<file path="src/rtl/sim_controller.sv">
// Run-control block for the CPU simulation top: sequences the CPU reset, counts
// run cycles and freezes the CPU on a halt store, a cycle timeout or a stalled PC.
module sim_controller #(
    parameter int                WIDTH        = 32,
    parameter int                RESET_CYCLES = 4,
    parameter int                MAX_CLOCKS   = 100000,
    parameter logic [WIDTH-1:0]  HALT_ADDR    = 32'hFFFF_FFF0,
    parameter int                STALL_LIMIT  = 64
) (
    input  logic             InputClk,
    input  logic             rst,
    input  logic [WIDTH-1:0] AddressBus,
    input  logic [WIDTH-1:0] DataBusOut,
    input  logic [10:0]      ControlBus,
    input  logic [WIDTH-1:0] pc,
    output logic             cpu_rst,
    output logic             cpu_run,
    output logic [WIDTH-1:0] CyclesConsumed,
    output logic             done,
    output logic [1:0]       halt_reason,
    output logic [WIDTH-1:0] exit_code
);

    typedef enum logic [1:0] {HOLD, RUN, DONE} state_t;

    localparam logic [WIDTH-1:0] HOLD_LAST  = WIDTH'(RESET_CYCLES - 1);
    localparam logic [WIDTH-1:0] CYCLE_LAST = WIDTH'(MAX_CLOCKS - 1);
    localparam logic [WIDTH-1:0] STALL_LAST = WIDTH'((STALL_LIMIT == 0) ? 0 : STALL_LIMIT - 1);
    localparam logic             STALL_EN   = (STALL_LIMIT != 0);

    state_t           state_reg, state_next;
    logic [WIDTH-1:0] hold_cnt_reg, hold_cnt_next;
    logic [WIDTH-1:0] stall_cnt_reg, stall_cnt_next;
    logic [WIDTH-1:0] prev_pc_reg, prev_pc_next;
    logic [WIDTH-1:0] cycles_reg, cycles_next;
    logic [WIDTH-1:0] exit_code_reg, exit_code_next;
    logic [1:0]       reason_reg, reason_next;
    logic             cpu_rst_reg, cpu_run_reg, done_reg;

    logic halt_store, timeout, pc_same, stall_hit;

    // Only the write-enable bit of the control bus matters here.
    logic unused_ctrl;
    assign unused_ctrl = ^{ControlBus[10:3], ControlBus[1:0]};

    assign halt_store = ControlBus[2] && (AddressBus == HALT_ADDR);
    assign timeout    = (cycles_reg == CYCLE_LAST);
    assign pc_same    = (pc == prev_pc_reg);
    assign stall_hit  = STALL_EN && pc_same && (stall_cnt_reg == STALL_LAST);

    always_comb begin
        state_next     = state_reg;
        hold_cnt_next  = hold_cnt_reg;
        stall_cnt_next = stall_cnt_reg;
        prev_pc_next   = prev_pc_reg;
        cycles_next    = cycles_reg;
        exit_code_next = exit_code_reg;
        reason_next    = reason_reg;
        case (state_reg)
            HOLD: begin
                if (hold_cnt_reg == HOLD_LAST) begin
                    state_next = RUN;
                end else begin
                    hold_cnt_next = hold_cnt_reg + 1'b1;
                end
            end
            RUN: begin
                cycles_next  = cycles_reg + 1'b1;
                prev_pc_next = pc;
                if (!pc_same) begin
                    stall_cnt_next = '0;
                end else if (stall_cnt_reg != '1) begin
                    stall_cnt_next = stall_cnt_reg + 1'b1;
                end
                // Priority: halt store, then timeout, then stall.
                if (halt_store) begin
                    reason_next    = 2'b01;
                    exit_code_next = DataBusOut;
                    state_next     = DONE;
                end else if (timeout) begin
                    reason_next = 2'b10;
                    state_next  = DONE;
                end else if (stall_hit) begin
                    reason_next = 2'b11;
                    state_next  = DONE;
                end
            end
            DONE: begin
                state_next = DONE;
            end
            default: begin
                state_next = HOLD;
            end
        endcase
    end

    always_ff @(posedge InputClk or posedge rst) begin
        if (rst) begin
            state_reg     <= HOLD;
            hold_cnt_reg  <= '0;
            stall_cnt_reg <= '0;
            prev_pc_reg   <= '0;
            cycles_reg    <= '0;
            exit_code_reg <= '0;
            reason_reg    <= 2'b00;
            cpu_rst_reg   <= 1'b1;
            cpu_run_reg   <= 1'b0;
            done_reg      <= 1'b0;
        end else begin
            state_reg     <= state_next;
            hold_cnt_reg  <= hold_cnt_next;
            stall_cnt_reg <= stall_cnt_next;
            prev_pc_reg   <= prev_pc_next;
            cycles_reg    <= cycles_next;
            exit_code_reg <= exit_code_next;
            reason_reg    <= reason_next;
            cpu_rst_reg   <= (state_next == HOLD);
            cpu_run_reg   <= (state_next == RUN);
            done_reg      <= (state_next == DONE);
        end
    end

    assign cpu_rst        = cpu_rst_reg;
    assign cpu_run        = cpu_run_reg;
    assign CyclesConsumed = cycles_reg;
    assign done           = done_reg;
    assign halt_reason    = reason_reg;
    assign exit_code      = exit_code_reg;

endmodule

</file>
<file path="config.mk">
export PLATFORM = sky130hd
export DESIGN_NAME = sim_controller
export DESIGN_NICKNAME = d
export VERILOG_FILES = /design/src/rtl/sim_controller.sv
export SDC_FILE = /design/constraint.sdc
export NUM_CORES = 1
export LEC_CHECK = 0
export ABC_CLOCK_PERIOD_IN_PS = 4500
export BUFFER_PORTS_ARGS = -buffer_cell sky130_fd_sc_hd__buf_4
export CORE_ASPECT_RATIO = 0.5
export CORE_UTILIZATION = 49
export DETAILED_ROUTE_END_ITERATION = 10
export PLACE_DENSITY = 0.76
export SYNTH_ARGS = -nofsm -noshare
export SYNTH_HDL_FRONTEND = slang
export SYNTH_SLANG_ARGS = --single-unit
</file>
<file path="constraint.sdc">
create_clock -name InputClk -period 4.5 [get_ports InputClk]
set_input_delay 0.45 -clock InputClk [delete_from_list [all_inputs] [get_ports InputClk]]
set_output_delay 0.45 -clock InputClk [all_outputs]
set_load 0.02 [all_outputs]
</file>
==> flow_summary_export.csv <==
group,metric,value,unit
synth,synth-simple-area-share,0.248,
synth,postSynth.asyncResetShare,1.00,
clock_network,cts_setup_buffers,0,
floorplanning,die_x,182,um
detailed_routing,drt_iter0_markers,522,
timing,grt_setup_unrepaired,"no",
outcome,outcome,"finished, final reports clean",
placement,gp_congestion,0.825,
power,ir_drop,0.281,mV
detailed_routing,via_count,6247,
timing,holdWs,0.227,ns
detailed_routing,wl,17.7,mm
setup_path,worstPathMaxFanout,6,
floorplanning,dieHeight,92.0,um
timing,finalSetupViolations,0,
final_layout,final_common_cell,"buf_4",
setup_path,end_kind,"flip-flop",
timing,fin_crit,2.57,ns
synth,synthCells,770,
setup_path,crit_arrival,2.89,ns
synth,ys_seq_area_frac,0.527,
floorplanning,dieArea,16700,um^2
grt,grt_max_degree,168,
floorplanning,num_io_pins,178,
synth,synth_compound_area_frac,0.0224,
final_layout,antenna-diode-count,0,
clock_network,path_clk_slew,0.07,ns
synth,synth_top_family_by_area,"simple AND/OR/NAND/NOR gates",
detailed_routing,vias_per_cell,5.40,
synth,synth_top_area_frac,0.524,
timing,fin_crit_sh,0.571,
synth,netlist_top_cells_area,"dfrtp_1 (52%), xor2_1 (8.5%), nand2_1 (7.0%), xnor2_1 (4.7%), mux2_2 (4.3%)",
clock_network,ctsHoldBuffers,0,
setup_path,crit_required,4.82,ns
power,p_leak,0.00477,uW
setup_path,crit_type,"reg -> reg",
detailed_routing,firstDrtPassIters,5,
synth,yosysTopAreaCell,"dfrtp_1",
timing,hold_violations,0,
timing,tns,0,ns
clock_network,cts_root_buf,"clkbuf_16",
synth,synth_ff_type,"dfrtp_1",
clock_network,cts.path.max_buffers,2,
grt,first_global_vias,6105,
clock_network,cts_tree,"done",
grt,grt_pass1_wl,29.8,mm
synth,syn-num-nets,882,
synth,ys.warnings.count,0,
synth,synth_seq_cells,167,
clock_network,cts_resized,0,
placement,io_buffers,167,
grt,grt-ovfl-total,0,
placement,dp_hpwl,12.3,mm
floorplanning,coreArea,15600,um^2
timing,timing.fmax,389,MHz
clock_network,cts_buffers,17,
synth,synth.mux.area_fraction,0.0481,
flow_run,maxCapViolations,0,
min_path,min_path_type,"in -> async",
synth,synth.distinct_cells,57,
detailed_routing,remaining_drc_errors,0,
clock_network,numClockSinks,167,
synth,synth_area,7930,um^2
timing,relSlewSlack,0.264,
final_layout,nNetsFinal,1052,
timing,tightest_slew,1.10,ns
clock_network,clk_latency,0.42,ns
grt,antenna_found_initial,0,
synth,syn_avg_cell_area,10.3,um^2
clock_network,cts.htree.levels,4,
power,power_density,392,nW/um^2
setup_path,start_kind,"flip-flop",
grt,grt_usage,0.224,
synth,synthXorXnorAreaFrac,0.132,
detailed_routing,wire_per_inst,15.3,um
final_layout,fin_util,0.640,
detailed_routing,drtAntennaViolNets,0,
floorplanning,initial_core_util,0.508,
timing,finalMaxSlewViolations,0,
synth,synth-adder-area-share,0.00473,
final_layout,mostFrequentLayoutCells,"buf_4 (170), dfrtp_1 (166), nand2_1 (149)",
final_layout,drive_above_1_share,0.273,
timing,clock-skew-final,0.0113,ns
final_layout,area_growth,26.0,%
synth,synth_edf_count,0,
floorplanning,num_rows,32,
==> critical path, cell delays in order (launching register included) <==
cell	delay, ns
dfrtp_1	0.46
or4b_1	0.55
nor4_1	0.84
inv_1	0.17
and3_1	0.25
a21bo_2	0.21
==> power breakdown <==
group          leakage [uW]  internal [uW]  switching [uW]  total, uW
Clock              0.000283            831             645       1480
Combinational       0.00227            259             404        663
Sequential          0.00222           1650             126       1780
==> through the flow <==
step	instance area (um^2)	power (uW)	cells	setup WS, ns
2_1_floorplan	7940	2210	770	1.92
3_3_place_gp	9400	2440	1125	1.56
3_5_place_dp	9400	2470	1125	1.47
4_1_cts	9990	3950	1157	1.92
5_1_grt	9990	4110	1157	1.74
6_report	9990	3910	1157	1.93
==> per-layer routing <==
layer,vias to the layer above,global-route usage,share of wire
met1,3105,0.306,0.47
met5,-,0,0
li1,2980,-,-
met2,144,0.367,0.48
met3,18,0.0453,0.038
met4,0,0.0567,0.0082
==> synth_stat cells (3+ instances only) <==
cell type  number
nand2_1       149
dfrtp_1       166
xor2_1         77
nor4_1         26
ha_1            3
clkbuf_1       13
nor2_1         67
mux2_1          3
or2_2           3
nand3_1        39
o21ai_0         4
and3_1         11
nand4_1        36
mux2_2         30
a21oi_1         3
buf_1           3
inv_1          13
and4_1          3
nor2b_1         4
xnor2_1        43
nor4b_1         4
nor3_2          3
nor3_1         18
buf_4           3
==> cell families (layout without fill, tap and decap cells) <==
logic type,after synthesis,after routing
DFF,167,167
adders and majority gates,3,3
AOI/OAI and AO/OA,22,22
muxes,34,34
and+or+nand+nor,391,391
xor gates and xnor gates,120,120
buffers and inverters,33,216
==> area by class of cell <==
type / instances / area (um^2)
Inverter: 13 / 52.6
Multi-Input combinational cell: 570 / 3620
Tap cell: 204 / 255
Clock buffer: 17 / 425
Fill cell: 1276 / 5620
Clock inverter: 15 / 165
Timing Repair Buffer: 171 / 1300
Sequential cell: 167 / 4180
==> final timing paths <==
| check | from | endpoint | slack (ns) | cells after the start |
|---|---|---|---|---|
| max in group asynchronous | rst | stall_cnt_reg[5]$_DFFE_PP0P_ | 3.56 | 3 |
| max | CyclesConsumed[13]$_DFFE_PP0N_ | state_reg[0]$_DFF_PP0_ | 1.93 | 5 |
| min in group InputClk | pc[6] | prev_pc_reg[6]$_DFFE_PP0N_ | 0.23 | 3 |
| min reg2reg | hold_cnt_reg[31]$_DFFE_PP0P_ | hold_cnt_reg[31]$_DFFE_PP0P_ | 0.48 | 1 |
| max reg2reg | CyclesConsumed[13]$_DFFE_PP0N_ | state_reg[0]$_DFF_PP0_ | 1.93 | 5 |
| min | rst | CyclesConsumed[27]$_DFFE_PP0N_ | 0.23 | 3 |
Note: power is estimated with default switching activity, not from simulation.
